File: src/rtl/m_axis_out_fifo.sv
// AXI4-Stream master output stage: buffers result beats (no backpressure on the input side)
// and drives a registered AXIS master interface, with occupancy status and frame tracking.
module m_axis_out_fifo #(
  parameter int unsigned C_M_AXIS_TDATA_WIDTH = 32,
  parameter int unsigned FIFO_SIZE            = 16,
  parameter int unsigned ALMOST_FULL_MARGIN   = 2,
  localparam int unsigned bit_num             = $clog2(FIFO_SIZE)
) (
  input  logic                              clk,
  input  logic                              rst,
  input  logic                              in_valid,
  input  logic [C_M_AXIS_TDATA_WIDTH-1:0]   in_data,
  input  logic                              in_last,
  input  logic                              axis_en,
  input  logic                              axis_clear,
  output logic                              M_AXIS_TVALID,
  output logic [C_M_AXIS_TDATA_WIDTH-1:0]   M_AXIS_TDATA,
  output logic [C_M_AXIS_TDATA_WIDTH/8-1:0] M_AXIS_TSTRB,
  output logic                              M_AXIS_TLAST,
  input  logic                              M_AXIS_TREADY,
  output logic [bit_num:0]                  fifo_cnt,
  output logic                              fifo_full,
  output logic                              fifo_empty,
  output logic                              almost_full,
  output logic                              overflow,
  output logic                              frame_done,
  output logic [15:0]                       frame_beat_cnt
);

  localparam int unsigned W = C_M_AXIS_TDATA_WIDTH;
  localparam logic [bit_num:0]   FullCnt  = (bit_num + 1)'(FIFO_SIZE);
  localparam logic [bit_num:0]   AfThresh = (bit_num + 1)'(FIFO_SIZE - ALMOST_FULL_MARGIN);
  localparam logic [bit_num:0]   CntOne   = (bit_num + 1)'(1);
  localparam logic [bit_num-1:0] PtrOne   = bit_num'(1);

  logic [W:0]         mem_q [FIFO_SIZE];
  logic [bit_num-1:0] wr_ptr_q, wr_ptr_d, rd_ptr_q, rd_ptr_d;
  logic [bit_num:0]   cnt_q, cnt_d;
  logic               tvalid_q, tvalid_d, tlast_q, tlast_d;
  logic [W-1:0]       tdata_q, tdata_d;
  logic               overflow_q, overflow_d, done_q, done_d;
  logic [15:0]        fbc_q, fbc_d;
  logic               push, pop, hs;

  assign fifo_full   = (cnt_q == FullCnt);
  assign fifo_empty  = (cnt_q == '0);
  assign almost_full = (cnt_q >= AfThresh);
  // A full array refuses a push even if a pop happens in the same cycle.
  assign push = in_valid && !fifo_full;
  assign hs   = tvalid_q && M_AXIS_TREADY;
  assign pop  = axis_en && !fifo_empty && (!tvalid_q || M_AXIS_TREADY);

  always_comb begin
    wr_ptr_d   = wr_ptr_q;
    rd_ptr_d   = rd_ptr_q;
    cnt_d      = cnt_q;
    tvalid_d   = tvalid_q;
    tdata_d    = tdata_q;
    tlast_d    = tlast_q;
    overflow_d = overflow_q;
    fbc_d      = fbc_q;
    done_d     = 1'b0;
    if (axis_clear) begin
      wr_ptr_d   = '0;
      rd_ptr_d   = '0;
      cnt_d      = '0;
      tvalid_d   = 1'b0;
      tdata_d    = '0;
      tlast_d    = 1'b0;
      overflow_d = 1'b0;
      fbc_d      = '0;
    end else begin
      if (push) wr_ptr_d = wr_ptr_q + PtrOne;
      if (in_valid && fifo_full) overflow_d = 1'b1;
      if (pop) begin
        rd_ptr_d             = rd_ptr_q + PtrOne;
        {tlast_d, tdata_d}   = mem_q[rd_ptr_q];
        tvalid_d             = 1'b1;
      end else if (hs) begin
        tvalid_d = 1'b0;
      end
      if (push && !pop) begin
        cnt_d = cnt_q + CntOne;
      end else if (!push && pop) begin
        cnt_d = cnt_q - CntOne;
      end
      if (hs) begin
        if (tlast_q) begin
          fbc_d  = '0;
          done_d = 1'b1;
        end else if (fbc_q != 16'hFFFF) begin
          fbc_d = fbc_q + 16'd1;
        end
      end
    end
  end

  always_ff @(posedge clk) begin
    if (push && !axis_clear) mem_q[wr_ptr_q] <= {in_last, in_data};
  end

  always_ff @(posedge clk) begin
    if (rst) begin
      wr_ptr_q   <= '0;
      rd_ptr_q   <= '0;
      cnt_q      <= '0;
      tvalid_q   <= 1'b0;
      tdata_q    <= '0;
      tlast_q    <= 1'b0;
      overflow_q <= 1'b0;
      fbc_q      <= '0;
      done_q     <= 1'b0;
    end else begin
      wr_ptr_q   <= wr_ptr_d;
      rd_ptr_q   <= rd_ptr_d;
      cnt_q      <= cnt_d;
      tvalid_q   <= tvalid_d;
      tdata_q    <= tdata_d;
      tlast_q    <= tlast_d;
      overflow_q <= overflow_d;
      fbc_q      <= fbc_d;
      done_q     <= done_d;
    end
  end

  assign M_AXIS_TVALID  = tvalid_q;
  assign M_AXIS_TDATA   = tdata_q;
  assign M_AXIS_TLAST   = tlast_q;
  assign M_AXIS_TSTRB   = '1;
  assign fifo_cnt       = cnt_q;
  assign overflow       = overflow_q;
  assign frame_done     = done_q;
  assign frame_beat_cnt = fbc_q;

endmodule

File: config.mk
export PLATFORM = sky130hd
export DESIGN_NAME = m_axis_out_fifo
export DESIGN_NICKNAME = d
export VERILOG_FILES = /design/src/rtl/m_axis_out_fifo.sv
export SDC_FILE = /design/constraint.sdc
export NUM_CORES = 1
export LEC_CHECK = 0
export ABC_AREA = 1
export CAP_MARGIN = 40
export CORE_ASPECT_RATIO = 0.6
export CORE_MARGIN = 2
export CORE_UTILIZATION = 35
export CTS_BUF_LIST = sky130_fd_sc_hd__clkbuf_16
export DETAILED_ROUTE_END_ITERATION = 16
export GPL_TIMING_DRIVEN = 0
export SLEW_MARGIN = 15
export SYNTH_ARGS = -nofsm -noshare
export SYNTH_HDL_FRONTEND = slang
export SYNTH_SLANG_ARGS = --single-unit
File: constraint.sdc
create_clock -name clk -period 3 [get_ports clk]
set_clock_uncertainty 0.05 [all_clocks]
set_input_delay 0.9 -clock clk [delete_from_list [all_inputs] [get_ports clk]]
set_output_delay 0.9 -clock clk [all_outputs]
set_load 0.01 [all_outputs]
==> key figures <==
Run status
  – Status: finished, final reports clean

CTS
  – CTS tree: yes
  – # H-tree levels: 2
  – Clock Latency Late Sink: 620 ps
  – Clock input transition at the sequential cells of the worst setup and hold paths: 70 ps
  – Post-CTS Hold Buffers: 0
  – Clock Tree Buf Depth: 3
  – Clock Root Buffer: clkbuf_16
  – CTS Buf Count: 54
  – Clk sink count: 593

Synth
  – Syn Std Cell Area: 24700 um2
  – Post-synth EDFFs: approximately 530
  – Ys flop type: edfxtp_1
  – Syn avg cell area: 10.8 um2
  – Seq cells post-synth: 593
  – Synth warn: 0
  – Synth unique cells: 35
  – Async S/R FF share, synth: 0%
  – Seq/Total Area, Yosys: 69.3%
  – Synth Instances: 2286

Power
  – Comb power frac: approximately 14%
  – Internal power: 13.6 mW
  – Sw power: 4.98 mW
  – Clock share of power: ~37%
  – Leakage Power: 11.1 nW
  – P per Cell Area: approximately 630 nW/um2
  – Net Sw Frac: 26.8%
  – VDD IR-drop max: a little under 0.5 mV
  – Reg power frac: between 40% and 50%

Route
  – DRC violations left: 0
  – Per-cell routed wire length: 21.9 um
  – Drt first pass iters: 6
  – Mean number of vias per cell: 5.12
  – Detailed-route wire length: ~75000 um
  – Starting DRC count in detailed routing: 2294
  – Via count: 17600
  – Routed Antenna Nets: 0

Worst setup path
  – Reg2Reg Depth: 8
  – Crit Path Max Fanout: 4
  – Crit end category: output pin
  – Critical Path AT: 1950 ps
  – CP required: 2050 ps
  – Crit path launch type: flip-flop
  – WS Path Type: flip-flop to output pin

Timing
  – Slew HR: around two fifths
  – F_max: 345 MHz
  – Fin crit share: 96.6%
  – Final slew viol count: 0
  – Tightest Pin Transition: 928 ps
  – RSZ-0062 raised after global routing: false
  – Final Setup Violations: 0
  – Final hold violation count: 0
  – Minimum clock period after layout: 2900 ps

Placed design
  – # placed instances: 3338
  – Hpwl dp: 51200 um
  – Port bufs: 98
  – Gpl congestion: 0.884
  – Placed inst area: 27700 um2

Floorplanning
  – Top Ports: between 100 and 150
  – Height of the die: 210 um
  – Starting Density: a little over a third
  – Chip width: 347 um
  – Core area: 69900 um2
  – Die Footprint: 72900 um2
  – Core Rows: 75

Final layout
  – Post-layout util: 42.1%
  – Ant diodes: 0
  – Share of cells above drive strength 1: 8.85%
  – Cell Count, Final, Fillers Out: ~3400
  – Layout area overhead: 18.9%
  – Layout Nets: 2525
  – Fillers: around 6400
  – Fin area: 29400 um2

Global routing
  – Total GRT Usage: 20.5%
  – Largest net degree at the start of global routing: 19
  – GR peak layer: met1
  – Overflow left after global routing: 0
  – GR Util met2: roughly 30%
  – Vias in the first global route: 16600
  – Met1 usage: a little over 30%
  – Initial antenna violation count: 1
  – First-pass GRT wire length: 110000 um
  – Grt met3 use: 4.55%

Hold path
  – Hold Path Depth: 2
  – Hold Crit Class: flip-flop to flip-flop

Run
  – Max_cap viols: 0
[cells in the final DEF, fill, tap and decap left out, types with 3 or more instances in the layout]
cell type,count
nand2_1,619
edfxtp_1,528
nand3_1,288
nor2_1,205
inv_1,196
clkdlybuf4s50_1,98
o21ai_0,97
dfxtp_1,64
buf_2,56
clkbuf_16,55
o211ai_1,45
clkbuf_1,38
o21a_1,32
buf_16,20
a21oi_1,19
buf_1,17
nor2_4,17
clkinv_2,15
buf_6,13
buf_4,12
clkinv_1,12
ha_1,10
xor2_1,8
nand4_1,6
a21oi_2,6
o21ai_1,5
nand2_2,4
buf_12,4
conb_1,4
bufinv_16,4
nor2_2,3
[worst max-delay path, stage by stage, from the launching register on]
cell and delay (ps):
dfxtp_1 410, inv_1 110, o31ai_1 240, clkdlybuf4s50_1 570
[path summary, 6_finish.rpt]
path | from | to | slack, ps
worst max-delay path | fifo_cnt[1] | almost_full | 100
worst min-delay path | overflow | overflow | 430
worst max register to register | fifo_cnt[1] | mem_q[12][23] | 350
worst min register to register | overflow | overflow | 430
[power groups by stage]
stage          registers [mW]  logic [mW]  clock network [mW]
3_5_place_dp             9.36        2.56                   0
3_3_place_gp             9.36        2.49                   0
2_1_floorplan            9.38        1.39                   0
5_1_grt                  9.19        2.84                7.20
6_report                 9.19        2.60                6.80
4_1_cts                  9.18        2.57                6.88
[layout make-up]
| type | instances | area, um2 | area share (%) |
|---|---|---|---|
| clock buffers | 55 | 1380 | 4.68 |
| repair buffers | 130 | 1690 | 5.75 |
| inverters | 190 | 716 | 2.43 |
| flip-flops and latches | 593 | 17200 | 58.3 |
| well taps | 924 | 1160 | 3.93 |
| multi-input cells | 1376 | 6330 | 21.5 |
| plain buffers | 130 | 674 | 2.29 |
| clock inverters | 45 | 317 | 1.08 |
[synth_stat cells (5+ instances only)]
master | instances | area, um2
a21oi_1 | 19 | 95.1
a21oi_2 | 6 | 52.6
buf_1 | 19 | 71.3
buf_2 | 53 | 265
buf_4 | 12 | 90.1
buf_6 | 6 | 67.6
clkbuf_1 | 38 | 143
dfxtp_1 | 65 | 1300
edfxtp_1 | 528 | 15900
ha_1 | 10 | 125
inv_1 | 185 | 694
nand2_1 | 619 | 2320
nand3_1 | 288 | 1440
nand4_1 | 6 | 37.5
nor2_1 | 222 | 833
o211ai_1 | 45 | 338
o21a_1 | 32 | 240
o21ai_0 | 97 | 485
o21ai_1 | 5 | 25.0
xor2_1 | 8 | 70.1
[routing by layer]
metal	share of wire (%)	wire, um
met5	0	0
met4	2.2	1630
met3	11	8310
met2	42	31300
met1	45	34100
[stage by stage]
stage                     setup slack [ps]  total power, mW  TNS (ps)  hold WS (ps)
after floorplan                       -120             10.8    -47390           452
after global placement               -2820             11.8  -1120740           405
after detailed placement              -444             11.9    -98710           417
after CTS                             71.2             18.6         0           435
after global routing                  37.4             19.2         0           502
final                                  101             18.6         0           428
[flip-flops by register name, indices dropped and copies added (netlist names)]
| register | cells |
|---|---|
| M_AXIS_TDATA | 32 |
| M_AXIS_TLAST | 1 |
| M_AXIS_TVALID | 1 |
| fifo_cnt | 5 |
| frame_beat_cnt | 16 |
| frame_done | 1 |
| mem_q | 528 |
| overflow | 1 |
| rd_ptr_q | 4 |
| wr_ptr_q | 4 |
[what timing repair did]
item / CTS / global route
buffers inserted: 0 / 0
resized for setup: 0 / 2
endpoints found under the setup margin: 0 / 2
hold endpoints to repair: 0 / 0
[cells by family (layout without fill, tap and decap cells)]
kind of cell	Yosys count	count (layout)	share of synthesized area, %
flip-flops	593	593	69.3
AO/OA/AOI/OAI	205	205	5.03
AND/OR/NAND/NOR	1148	1148	19.1
adder cells (fa/ha/maj)	11	11	0.587
other	1	4	0.0152
buffers and inverters	320	550	5.61
XOR/XNOR	8	8	0.283
(Power assumes the default switching activity.)
